[src/rtl/count_pulse_gen_if.sv]
// rtl/count_pulse_gen_if.sv - button/event line and count-enable pulse bundle for count_pulse_gen
interface count_pulse_gen_if;
  logic btn_in;
  logic enable;
  logic btn_level;
  logic pulse_out;

  modport master (
    output btn_in,
    output enable,
    input  btn_level,
    input  pulse_out
  );

  modport slave (
    input  btn_in,
    input  enable,
    output btn_level,
    output pulse_out
  );
endinterface

[src/rtl/count_pulse_gen.sv]
// rtl/count_pulse_gen.sv - synchronize, debounce and edge-detect a button into count-enable pulses
// Auto-repeat while held is built only when COUNT_PULSE_AUTO_REPEAT_EN is defined.
module count_pulse_gen #(
  parameter int DEBOUNCE_CYCLES = 4,
  parameter int REPEAT_DELAY    = 10,
  parameter int REPEAT_PERIOD   = 3
) (
  input logic             clk,
  input logic             reset,
  count_pulse_gen_if.slave bus
);

  localparam int DB_W = $clog2(DEBOUNCE_CYCLES + 1);

  if (DEBOUNCE_CYCLES < 1 || REPEAT_DELAY < 2 || REPEAT_PERIOD < 2) begin : g_param_check
    $error("count_pulse_gen: illegal parameter value");
  end

  logic [1:0]      sync_q;
  logic            btn_sync;
  logic [DB_W-1:0] db_cnt;
  logic            btn_level_q;
  logic            pulse_q;
  logic            db_mismatch;
  logic            db_hit;
  logic            level_rise;
  logic            level_fall;

  always_ff @(posedge clk) begin
    if (reset) begin
      sync_q <= 2'b00;
    end else begin
      sync_q <= {sync_q[0], bus.btn_in};
    end
  end

  assign btn_sync    = sync_q[1];
  assign db_mismatch = (btn_sync != btn_level_q);
  assign db_hit      = db_mismatch && (db_cnt == DB_W'(DEBOUNCE_CYCLES - 1));
  assign level_rise  = db_hit && !btn_level_q;
  assign level_fall  = db_hit && btn_level_q;

  always_ff @(posedge clk) begin
    if (reset) begin
      db_cnt      <= '0;
      btn_level_q <= 1'b0;
    end else if (!db_mismatch) begin
      db_cnt <= '0;
    end else if (db_hit) begin
      db_cnt      <= '0;
      btn_level_q <= ~btn_level_q;
    end else begin
      db_cnt <= db_cnt + DB_W'(1);
    end
  end

`ifdef COUNT_PULSE_AUTO_REPEAT_EN
  localparam int RPT_MAX = (REPEAT_DELAY > REPEAT_PERIOD) ? REPEAT_DELAY : REPEAT_PERIOD;
  localparam int RPT_W   = $clog2(RPT_MAX + 1);

  typedef enum logic [1:0] {IDLE, HELD, REPEAT} state_t;

  state_t           state;
  logic [RPT_W-1:0] rpt_tmr;

  // Release is checked first so a timer expiring on the release cycle never pulses.
  always_ff @(posedge clk) begin
    if (reset) begin
      state   <= IDLE;
      rpt_tmr <= '0;
      pulse_q <= 1'b0;
    end else begin
      pulse_q <= 1'b0;
      if (level_fall) begin
        state   <= IDLE;
        rpt_tmr <= '0;
      end else begin
        case (state)
          IDLE: begin
            rpt_tmr <= '0;
            if (level_rise) begin
              state   <= HELD;
              pulse_q <= bus.enable;
            end
          end
          HELD: begin
            if (rpt_tmr == RPT_W'(REPEAT_DELAY - 1)) begin
              state   <= REPEAT;
              rpt_tmr <= '0;
              pulse_q <= bus.enable;
            end else begin
              rpt_tmr <= rpt_tmr + RPT_W'(1);
            end
          end
          REPEAT: begin
            if (rpt_tmr == RPT_W'(REPEAT_PERIOD - 1)) begin
              rpt_tmr <= '0;
              pulse_q <= bus.enable;
            end else begin
              rpt_tmr <= rpt_tmr + RPT_W'(1);
            end
          end
          default: begin
            state   <= IDLE;
            rpt_tmr <= '0;
          end
        endcase
      end
    end
  end
`else
  typedef enum logic {IDLE, HELD} state_t;

  state_t state;

  always_ff @(posedge clk) begin
    if (reset) begin
      state   <= IDLE;
      pulse_q <= 1'b0;
    end else begin
      pulse_q <= 1'b0;
      if (level_fall) begin
        state <= IDLE;
      end else begin
        case (state)
          IDLE: begin
            if (level_rise) begin
              state   <= HELD;
              pulse_q <= bus.enable;
            end
          end
          HELD: begin
            state <= HELD;
          end
          default: begin
            state <= IDLE;
          end
        endcase
      end
    end
  end
`endif

  assign bus.btn_level = btn_level_q;
  assign bus.pulse_out = pulse_q;

endmodule

[src/flat_wrapper.sv]
// flat-port wrapper written by rule: the top's interface ports become plain ports
module count_pulse_gen_flat 
#(
  parameter int DEBOUNCE_CYCLES = 4,
  parameter int REPEAT_DELAY    = 10,
  parameter int REPEAT_PERIOD   = 3
)
  (clk, reset, bus_btn_in, bus_enable, bus_btn_level, bus_pulse_out);
  count_pulse_gen_if bus_i ();
  input logic clk;
  input logic reset;
  input wire logic [$bits(bus_i.btn_in)-1:0] bus_btn_in;
  input wire logic [$bits(bus_i.enable)-1:0] bus_enable;
  output wire logic [$bits(bus_i.btn_level)-1:0] bus_btn_level;
  output wire logic [$bits(bus_i.pulse_out)-1:0] bus_pulse_out;
  assign bus_i.btn_in = bus_btn_in;
  assign bus_i.enable = bus_enable;
  assign bus_btn_level = bus_i.btn_level;
  assign bus_pulse_out = bus_i.pulse_out;
  count_pulse_gen #(.DEBOUNCE_CYCLES(DEBOUNCE_CYCLES), .REPEAT_DELAY(REPEAT_DELAY), .REPEAT_PERIOD(REPEAT_PERIOD)) u_core (.clk(clk), .reset(reset), .bus(bus_i));
endmodule
[config.mk]
export PLATFORM = sky130hd
export DESIGN_NAME = count_pulse_gen_flat
export DESIGN_NICKNAME = d
export VERILOG_FILES = /design/src/rtl/count_pulse_gen_if.sv /design/src/rtl/count_pulse_gen.sv /design/src/flat_wrapper.sv
export SDC_FILE = /design/constraint.sdc
export NUM_CORES = 1
export LEC_CHECK = 0
export BUFFER_PORTS_ARGS = -buffer_cell sky130_fd_sc_hd__buf_2
export CORE_AREA = 10 10 47 49
export CTS_BUF_LIST = sky130_fd_sc_hd__clkbuf_2 sky130_fd_sc_hd__clkbuf_4 sky130_fd_sc_hd__clkbuf_8
export DETAILED_ROUTE_END_ITERATION = 6
export DIE_AREA = 0 0 57 59
export PLACE_DENSITY = 0.39
export SLEW_MARGIN = 20
export SYNTH_ARGS = -nofsm -noshare
export SYNTH_HDL_FRONTEND = slang
export SYNTH_SLANG_ARGS = --single-unit
[constraint.sdc]
create_clock -name clk -period 3.2 [get_ports clk]
set_clock_uncertainty 0.05 [all_clocks]
set_input_delay 0.16 -clock clk [delete_from_list [all_inputs] [get_ports clk]]
set_output_delay 0.16 -clock clk [all_outputs]
set_load 0.01 [all_outputs]
==> flow_metrics.tcl, run 1 <==
set metrics [dict create \
    crit_arrival_ps 1410 \
    vias 221 \
    r2r_slack_ps 1900 \
    grt_pass1_vias 225 \
    min_path_type "primary input to flop" \
    ctsHoldBuffers 0 \
    drive_above_1_share_pct 26.5 \
    tns_ps 0 \
    rsz0062_at_grt "no" \
    required_ps 3310 \
    maxCapViolCount 0 \
    core_area_um2 1400 \
    fp.dieArea_um2 3360 \
    cp_slowest_cell "dfxtp_1" \
    final_nets 42 \
    grt_max_degree 9 \
    cp_slowest_stage_delay_ps 310 \
    p_per_area_nw_per_um2 531 \
    syn-num-nets 33 \
    synth_seq_cells 8 \
    root_buffer "clkbuf_4" \
    ys_top_cells_by_area "dfxtp_1 (54%), ha_1 (8.4%), nor2b_1 (6.3%), nor4b_2 (5.0%), nor4_1 (4.2%)" \
    cp-endpoint "u_core.state" \
    holdWs_ps 74.4 \
    synth_top_cell_by_area "dfxtp_1" \
    fp.dieH_um 59 \
    finalCritPeriodShare_pct 40.7 \
    finalHoldViolCount 0 \
    initial_core_util_pct 21.3 \
    antenna_found_initial 0 \
    route.detailed.drc 0 \
    p_leak_nw 0.143 \
    final_max_slew_viol_count 0 \
    antenna_left 0 \
    clockBufferDepth 2 \
    end_kind "flop" \
    drt_pre_antenna_iters 2 \
    fmax_ghz 0.769 \
    antennaDiodeCount 0 \
    netlist_instances 27 \
    cts.clk_slew.worst_paths_ps 50 \
    cts.htree.levels 1 \
    mostFrequentLayoutCells "dfxtp_1 (8), buf_2 (5), nor2b_1 (3), clkbuf_4 (3)" \
    routed_wl_um 509 \
    placed_area_um2 339 \
    crit_path_cell_trace "ha_1 > ha_1 > nor2b_1 > o32ai_1" \
    area_growth_pct 20.9 \
    r2r_end "u_core.state" \
    path_class "flop to flop" \
    num-fill-cells 159 \
    path_common_cell "ha_1" \
    avgSynthCellArea_um2 11.1 \
    grt_pass1_wl_um 910 \
    post_cts_buffers 0 \
    wl_per_cell_um 10.2 \
    drt_iter0_markers 1 \
    insertion_delay_ps 250 \
    cts_tree "done" \
    multiInputGateArea_um2 126 \
    ys_seq_area_share_pct 53.6 \
    viasPerCell 4.42 \
    min_period_ps 1300 \
    rows 14 \
    crit_start "u_core.db_cnt[0]" \
    cts_made_buffers 3 \
    critPathMaxFanout 7 \
    finalInstanceArea_um2 362 \
    setup_viol 0 \
    run_status "complete, no violations" \
    regArea_um2 160 \
    synth_cell_types 14 \
    num_io_pins 6 \
    cts_resized 0 \
    power_w 0.000192 \
    tightestPinTransition_ps 313 \
    final_common_cell "dfxtp_1" \
    grt_overflow 0 \
    synth_top_area_share_pct 53.6 \
    reg2regPathDepth 4 \
    peakVddDrop_mv 0.187 \
    crit_path_start_kind "flop" \
    cts_sinks 8 \
    synth_area_um2 299 \
    r2r-start "u_core.db_cnt[0]" \
    gp_congestion 0.694 \
    dieWidth_um 57 \
    portBuffers 5 \
    track_usage_pct 3.76 \
    maxSlewHeadroom_pct 79.0 \
    yosys_warnings 0 \
    dp_hpwl_um 398 \
]
-- Yosys cell counts --
master,n
nor4_1,2
o32ai_1,1
or2_1,1
mux2i_1,1
xnor2_1,1
nor2b_1,3
ha_1,2
a21oi_1,1
inv_1,2
nor4b_2,1
nand4b_1,1
buf_2,1
nor2_1,2
dfxtp_1,8
-- per-layer routing --
layer  GRT usage [%]  routed length (µm)  vias up
li1                -                   -      108
met1            3.44                 247      102
met2            4.81                 218        7
met3            2.58                  25        4
met4            5.03                  18        0
met5               0                   0        -
-- critical path: cells and delay by family, from the launching register on --
family / cells / cell delay (ps)
AO/OA/AOI/OAI: 1 / 210
adder cells (fa/ha/maj): 2 / 470
flip-flops: 1 / 310
AND/OR/NAND/NOR: 1 / 170
-- kinds of logic after synthesis --
| logic type | count (synthesis) | synth area share, % |
|---|---|---|
| compound gates | 2 | 4.60 |
| mux | 1 | 3.35 |
| flops | 8 | 53.6 |
| simple gates | 10 | 23.0 |
| xor+xnor | 1 | 2.93 |
| fa+ha+maj | 2 | 8.37 |
| buf+inv | 3 | 4.18 |
-- layout make-up --
type,instances,share of cell area [%]
Clock buffer,3,6.23
Inverter,2,2.08
Multi-Input combinational cell,16,34.9
Sequential cell,8,44.3
Tap cell,16,5.54
Timing Repair Buffer,5,6.92
-- registers in the layout, summed over array words and instances (netlist names) --
| register | count |
|---|---|
| u_core.db_cnt | 3 |
| u_core.sync_q | 2 |
| u_core.bus.btn_level | 1 |
| u_core.bus.pulse_out | 1 |
| u_core.state | 1 |
-- worst min path at each step --
| stage | endpoint | start | cells past startpoint | slack (ps) |
|---|---|---|---|---|
| floorplan | u_core.sync_q[0] | reset | 1 | 180 |
| global placement | u_core.sync_q[0] | bus_btn_in | 2 | 340 |
| detailed placement | u_core.sync_q[0] | bus_btn_in | 2 | 330 |
| CTS | u_core.sync_q[0] | bus_btn_in | 2 | 70 |
| global route | u_core.sync_q[0] | bus_btn_in | 2 | 110 |
| finish | u_core.sync_q[0] | bus_btn_in | 2 | 70 |
-- report_power, final --
part	switching [W]	internal [W]
Sequential	0.00000246	0.000104
Combinational	0.00000440	0.00000545
Clock	0.0000331	0.0000428
Total	0.0000400	0.000152
-- metrics by stage --
| step | std cells | setup slack [ps] | util, % |
|---|---|---|---|
| 2_1_floorplan | 27 | 1960 | - |
| 3_3_place_gp | 47 | 1960 | 24.2 |
| 3_5_place_dp | 47 | 1900 | 24.2 |
| 4_1_cts | 50 | 1890 | 25.8 |
| 5_1_grt | 50 | 1830 | 25.8 |
| 6_report | 50 | 1900 | 25.8 |
No activity file was read; power rests on OpenSTA's default activity.
==> run 2: changes to the inputs <==
==> constraint.sdc (replaced) <==
create_clock -name clk -period 1.33 [get_ports clk]
set_clock_uncertainty 0.05 [all_clocks]
set_input_delay 0.0665 -clock clk [delete_from_list [all_inputs] [get_ports clk]]
set_output_delay 0.0665 -clock clk [all_outputs]
set_load 0.01 [all_outputs]
==> run 2 against run 1 <==
Against the previous run:
- utilization grew 0.89 points
- critical path type unchanged
- count of clock-buffer cells in the layout is the same
- setup slack lost 1800 ps
- final cell count grew 2.0%
- largest power group unchanged
- sequential power grew 140%
- critical path depth is the same
==> flow_metrics.tcl, run 2 (same netlist as run 1, synthesis figures left out) <==
set metrics [dict create \
    r2r-start "u_core.db_cnt[0]" \
    grt_pass1_vias 252 \
    cts_made_buffers 3 \
    maxCapViolCount 0 \
    maxSlewHeadroom_pct 79.6 \
    initial_core_util_pct 21.3 \
    path_class "flop to flop" \
    reg.largest.list "u_core.db_cnt (3), u_core.sync_q (2)" \
    tightestPinTransition_ps 303 \
    min-delay-start "bus_enable" \
    cts.htree.levels 1 \
    route.detailed.drc 0 \
    p_per_area_nw_per_um2 1240 \
    cts.clk_slew.worst_paths_ps 60 \
    portBuffers 5 \
    dieWidth_um 57 \
    wl_per_cell_um 10.8 \
    grt_pass1_wl_um 1010 \
    rsz0062_at_grt "no" \
    min_path_type "primary input to flop" \
    track_usage_pct 4.11 \
    grt_max_degree 9 \
    area_growth_pct 25.1 \
    regMostFlops "u_core.db_cnt" \
    run_status "complete, no violations" \
    dp_hpwl_um 418 \
    final_max_slew_viol_count 0 \
    power_frac_seq_pct 55.1 \
    cts_sinks 8 \
    num_io_pins 6 \
    fmax_ghz 0.830 \
    p_leak_nw 0.146 \
    cts_tree "done" \
    clockBufferDepth 2 \
    power.switching_w 0.0000961 \
    fp.dieH_um 59 \
    power_frac_comb_pct 5.6 \
    critPathMaxFanout 7 \
    routed_wl_um 552 \
    gp_congestion 0.693 \
    finalHoldViolCount 0 \
    core_area_um2 1400 \
    antennaDiodeCount 0 \
    num-fill-cells 167 \
    final_nets 43 \
    swShare_pct 20.7 \
    insertion_delay_ps 250 \
    drive_above_1_share_pct 28.6 \
    vias 215 \
    root_buffer "clkbuf_4" \
    crit_arrival_ps 1320 \
    tns_ps 0 \
    fp.dieArea_um2 3360 \
    crit_path_start_kind "flop" \
    antenna_found_initial 0 \
    worst_slack_ps 125 \
    min_period_ps 1210 \
    largest_register_ffs 3 \
    drt_iter0_markers 2 \
    required_ps 1440 \
    end_kind "flop" \
    antenna_left 0 \
    rows 14 \
    grt_overflow 0 \
    drt_pre_antenna_iters 3 \
    peakVddDrop_mv 0.392 \
    mostFrequentLayoutCells "dfxtp_1 (8), buf_2 (5), nor2b_1 (3), clkbuf_4 (3)" \
    finalCritPeriodShare_pct 90.6 \
    pre_cts_ws_ps 27.0 \
    setup_viol 0 \
    crit_start "u_core.db_cnt[0]" \
    final_common_cell "dfxtp_1" \
    power.share.clock_pct 39.4 \
    viasPerCell 4.22 \
    internal_power_w 0.000367 \
]
run 2: cell count changes in the layout (fill, tap and decap cells not counted), sizes merged:
cell | previous run | this run
dlygate4sd3 | 0 | 1
run 2: power groups by stage:
stage	Sequential, W	Clock (W)	Combinational [W]
floorplan	0.000259	0	0.0000149
global placement	0.000260	0	0.0000232
detailed placement	0.000260	0	0.0000242
CTS	0.000255	0.000195	0.0000265
global route	0.000256	0.000204	0.0000303
finish	0.000255	0.000182	0.0000258
run 2: worst paths after layout:
check	to	slack (ps)	cells after the start
setup / recovery	u_core.state	120	4
hold / removal	u_core.bus.pulse_out	10	3
setup reg to reg	u_core.state	120	4
hold reg to reg	u_core.db_cnt[0]	380	1
run 2: cell type report:
class	count	area [µm²]	share of cell area (%)
clock buffer	3	22.5	6.02
inverter	2	7.51	2.01
multi-input combinational	16	129	34.4
sequential	8	160	42.8
tap	16	20.0	5.35
timing repair buffer	6	35.0	9.36
run 2: stage by stage:
stage               utilization [%]  cells  hold slack [ps]  power, W  instance area [µm²]
CTS                            26.5     51             2.40  0.000476                  372
global placement               24.2     47              232  0.000283                  339
finish                         26.7     51             14.8  0.000463                  374
detailed placement             24.2     47              242  0.000284                  339
floorplan                         -     27             88.1  0.000273                  299
global route                   26.7     51             44.9  0.000491                  374
run 2: timing repair:
action | CTS | global route
hold buffers | 1 | 0
setup buffers | 0 | 0
hold endpoints to repair | 1 | 0
resized for setup | 0 | 1
endpoints found under the setup margin | 0 | 2
run 2: per-layer routing:
layer  GRT usage [%]  vias up  routed length [µm]  share of wire [%]
met1            3.56       98                 231                 42
met3            2.58        2                  24                4.3
met5               0        -                   0                  0
met4            5.03        0                   6                1.1
met2            5.89        5                 289                 52
li1                -      110                   -                  -
run 2: worst max-delay path, cell delays in order (launching register included):
cell	delay, ps
dfxtp_1	310
ha_1	200
ha_2	220
nor2b_1	140
o32ai_1	200
==> run 3: changes to the inputs <==
--- a/config.mk
+++ b/config.mk
@@ -10,7 +10,7 @@
 export CTS_BUF_LIST = sky130_fd_sc_hd__clkbuf_2 sky130_fd_sc_hd__clkbuf_4 sky130_fd_sc_hd__clkbuf_8
 export DETAILED_ROUTE_END_ITERATION = 6
 export DIE_AREA = 0 0 57 59
-export PLACE_DENSITY = 0.39
+export PLACE_DENSITY = 0.41
 export SLEW_MARGIN = 20
 export SYNTH_ARGS = -nofsm -noshare
 export SYNTH_HDL_FRONTEND = slang
==> constraint.sdc (replaced) <==
create_clock -name clk -period 1.1 [get_ports clk]
set_clock_uncertainty 0.05 [all_clocks]
set_input_delay 0.055 -clock clk [delete_from_list [all_inputs] [get_ports clk]]
set_output_delay 0.055 -clock clk [all_outputs]
set_load 0.01 [all_outputs]
==> run 3 against run 2 <==
Against the previous run:
- design area rose by 16%
- the run now ends with setup timing left
- die area did not move
- sequential share of layout area fell by 5.5 points
==> flow_metrics.tcl, run 3 (same netlist as run 1, synthesis figures left out) <==
set metrics [dict create \
    run_status "finished with violations" \
    violations "setup timing" \
    grt_pass1_wl_um 1010 \
    power_frac_comb_pct 7.1 \
    final_nets 45 \
    finalHoldViolCount 0 \
    cts.htree.levels 1 \
    drive_above_1_share_pct 43.2 \
    area_growth_pct 45.6 \
    maxSlewHeadroom_pct 79.4 \
    rows 14 \
    min_path_type "primary input to flop" \
    tns_ps -36.8 \
    final_common_cell "dfxtp_1" \
    peakVddDrop_mv 0.546 \
    gr-usage-met3_pct 3.00 \
    tightestPinTransition_ps 306 \
    worst_slack_ps -22.9 \
    drt_iter0_markers 4 \
    dpl.cell_count 47 \
    r2r-start "u_core.db_cnt[1]" \
    cts.clk_slew.worst_paths_ps 50 \
    maxCapViolCount 0 \
    routed_wl_um 561 \
    final_max_slew_viol_count 0 \
    cts_sinks 8 \
    critPathMaxFanout 7 \
    portBuffers 5 \
    num-fill-cells 163 \
    antenna_found_initial 0 \
    rsz0062_at_grt "yes" \
    finalNonFillerCells 53 \
    initial_core_util_pct 21.3 \
    cts_tree "done" \
    p_leak_nw 0.159 \
    reg.largest.list "u_core.db_cnt (3), u_core.sync_q (2)" \
    fp.dieArea_um2 3360 \
    grt_most_used_layer "met2" \
    r2r_end "u_core.bus.btn_level" \
    min_period_ps 1120 \
    regMostFlops "u_core.db_cnt" \
    power.switching_w 0.000121 \
    p_per_area_nw_per_um2 1310 \
    path_class "flop to flop" \
    core_area_um2 1400 \
    finalInstanceArea_um2 435 \
    crit_path_start_kind "flop" \
    reg2regPathDepth 5 \
    mostFrequentLayoutCells "dfxtp_1 (6), buf_2 (5), clkbuf_4 (3)" \
    fmax_ghz 0.891 \
    vias 224 \
    grt_max_degree 9 \
    route.detailed.drc 0 \
    r2r_slack_ps -20 \
    swShare_pct 21.2 \
    grt_pass1_vias 254 \
    fp.dieH_um 59 \
    num_io_pins 6 \
    required_ps 1190 \
    grtUsageMet2_pct 6.51 \
    internal_power_w 0.000450 \
    insertion_delay_ps 250 \
    power.share.clock_pct 38.6 \
    end_kind "flop" \
    clockBufferDepth 2 \
    antenna_left 0 \
    grt_use_met1_pct 3.21 \
    holdPathStages 2 \
    track_usage_pct 4.11 \
    gp_congestion 0.737 \
    crit_arrival_ps 1210 \
    cts_made_buffers 3 \
    placed_area_um2 354 \
    viasPerCell 4.23 \
    min-delay-start "reset" \
    setup_viol 2 \
    drt_pre_antenna_iters 3 \
    crit_start "u_core.db_cnt[1]" \
    whs_endpoint "u_core.sync_q[0]" \
    finalCritPeriodShare_pct 102 \
    power_frac_seq_pct 54.3 \
    root_buffer "clkbuf_4" \
    grt_overflow 0 \
    largest_register_ffs 3 \
    antennaDiodeCount 0 \
    wl_per_cell_um 10.6 \
    dieWidth_um 57 \
]
## run 3: cell types whose count changed in the layout (fill, tap and decap cells not counted), sizes merged
cell / change
buf: +1
dlygate4sd3: +1
## run 3: power groups by stage
stage                     Combinational (W)  Sequential (W)  Clock, W
final                             0.0000406        0.000310  0.000221
after global routing              0.0000455        0.000311  0.000242
after CTS                         0.0000404        0.000310  0.000231
after detailed placement          0.0000289        0.000315         0
after global placement            0.0000275        0.000314         0
after floorplan                   0.0000180        0.000313         0
## run 3: through the flow
step | hold WS [ps] | power [W] | util [%] | worst slack, ps
2_1_floorplan | 76.4 | 0.000331 | - | -83.4
3_3_place_gp | 228 | 0.000341 | 25.3 | -18.5
3_5_place_dp | 222 | 0.000344 | 25.3 | -66.0
4_1_cts | 31.9 | 0.000581 | 30.8 | -62.0
5_1_grt | 59.0 | 0.000598 | 31.1 | -81.1
6_report | 38.1 | 0.000571 | 31.1 | -22.9
## run 3: area by class of cell
cell class | count | area (µm²) | area share, %
clock buffer | 3 | 22.5 | 5.17
inverter | 2 | 7.51 | 1.72
multi-input combinational | 16 | 166 | 38.2
sequential | 8 | 163 | 37.4
tap | 16 | 20.0 | 4.60
timing repair buffer | 8 | 56.3 | 12.9
## run 3: per-layer routing
layer | part of all wire, % | vias to the layer above
met5 | 0 | -
li1 | - | 115
met2 | 51 | 4
met3 | 7.1 | 0
met1 | 42 | 105
met4 | 0 | 0
## run 3: worst max-delay path: stages (launching register included)
cell and delay [ps]:
dfxtp_2 340, ha_4 140, ha_4 170, buf_6 100, mux2i_1 160, nor2_1 50
## run 3: repair_timing
action                                  in CTS  in global routing
gates cloned                                 0                  0
pin swaps                                    2                  1
endpoints found under the setup margin       2                  3
hold buffers                                 2                  0
gates resized for setup                      5                  1
setup buffers                                1                  0
endpoints found under the hold margin        2                  0
## run 3: worst max-delay path by stage
stage	depth (start not counted)	to
floorplan	5	u_core.state
global placement	4	u_core.state
detailed placement	4	u_core.state
CTS	4	u_core.state
global route	5	u_core.bus.btn_level
finish	5	u_core.bus.btn_level
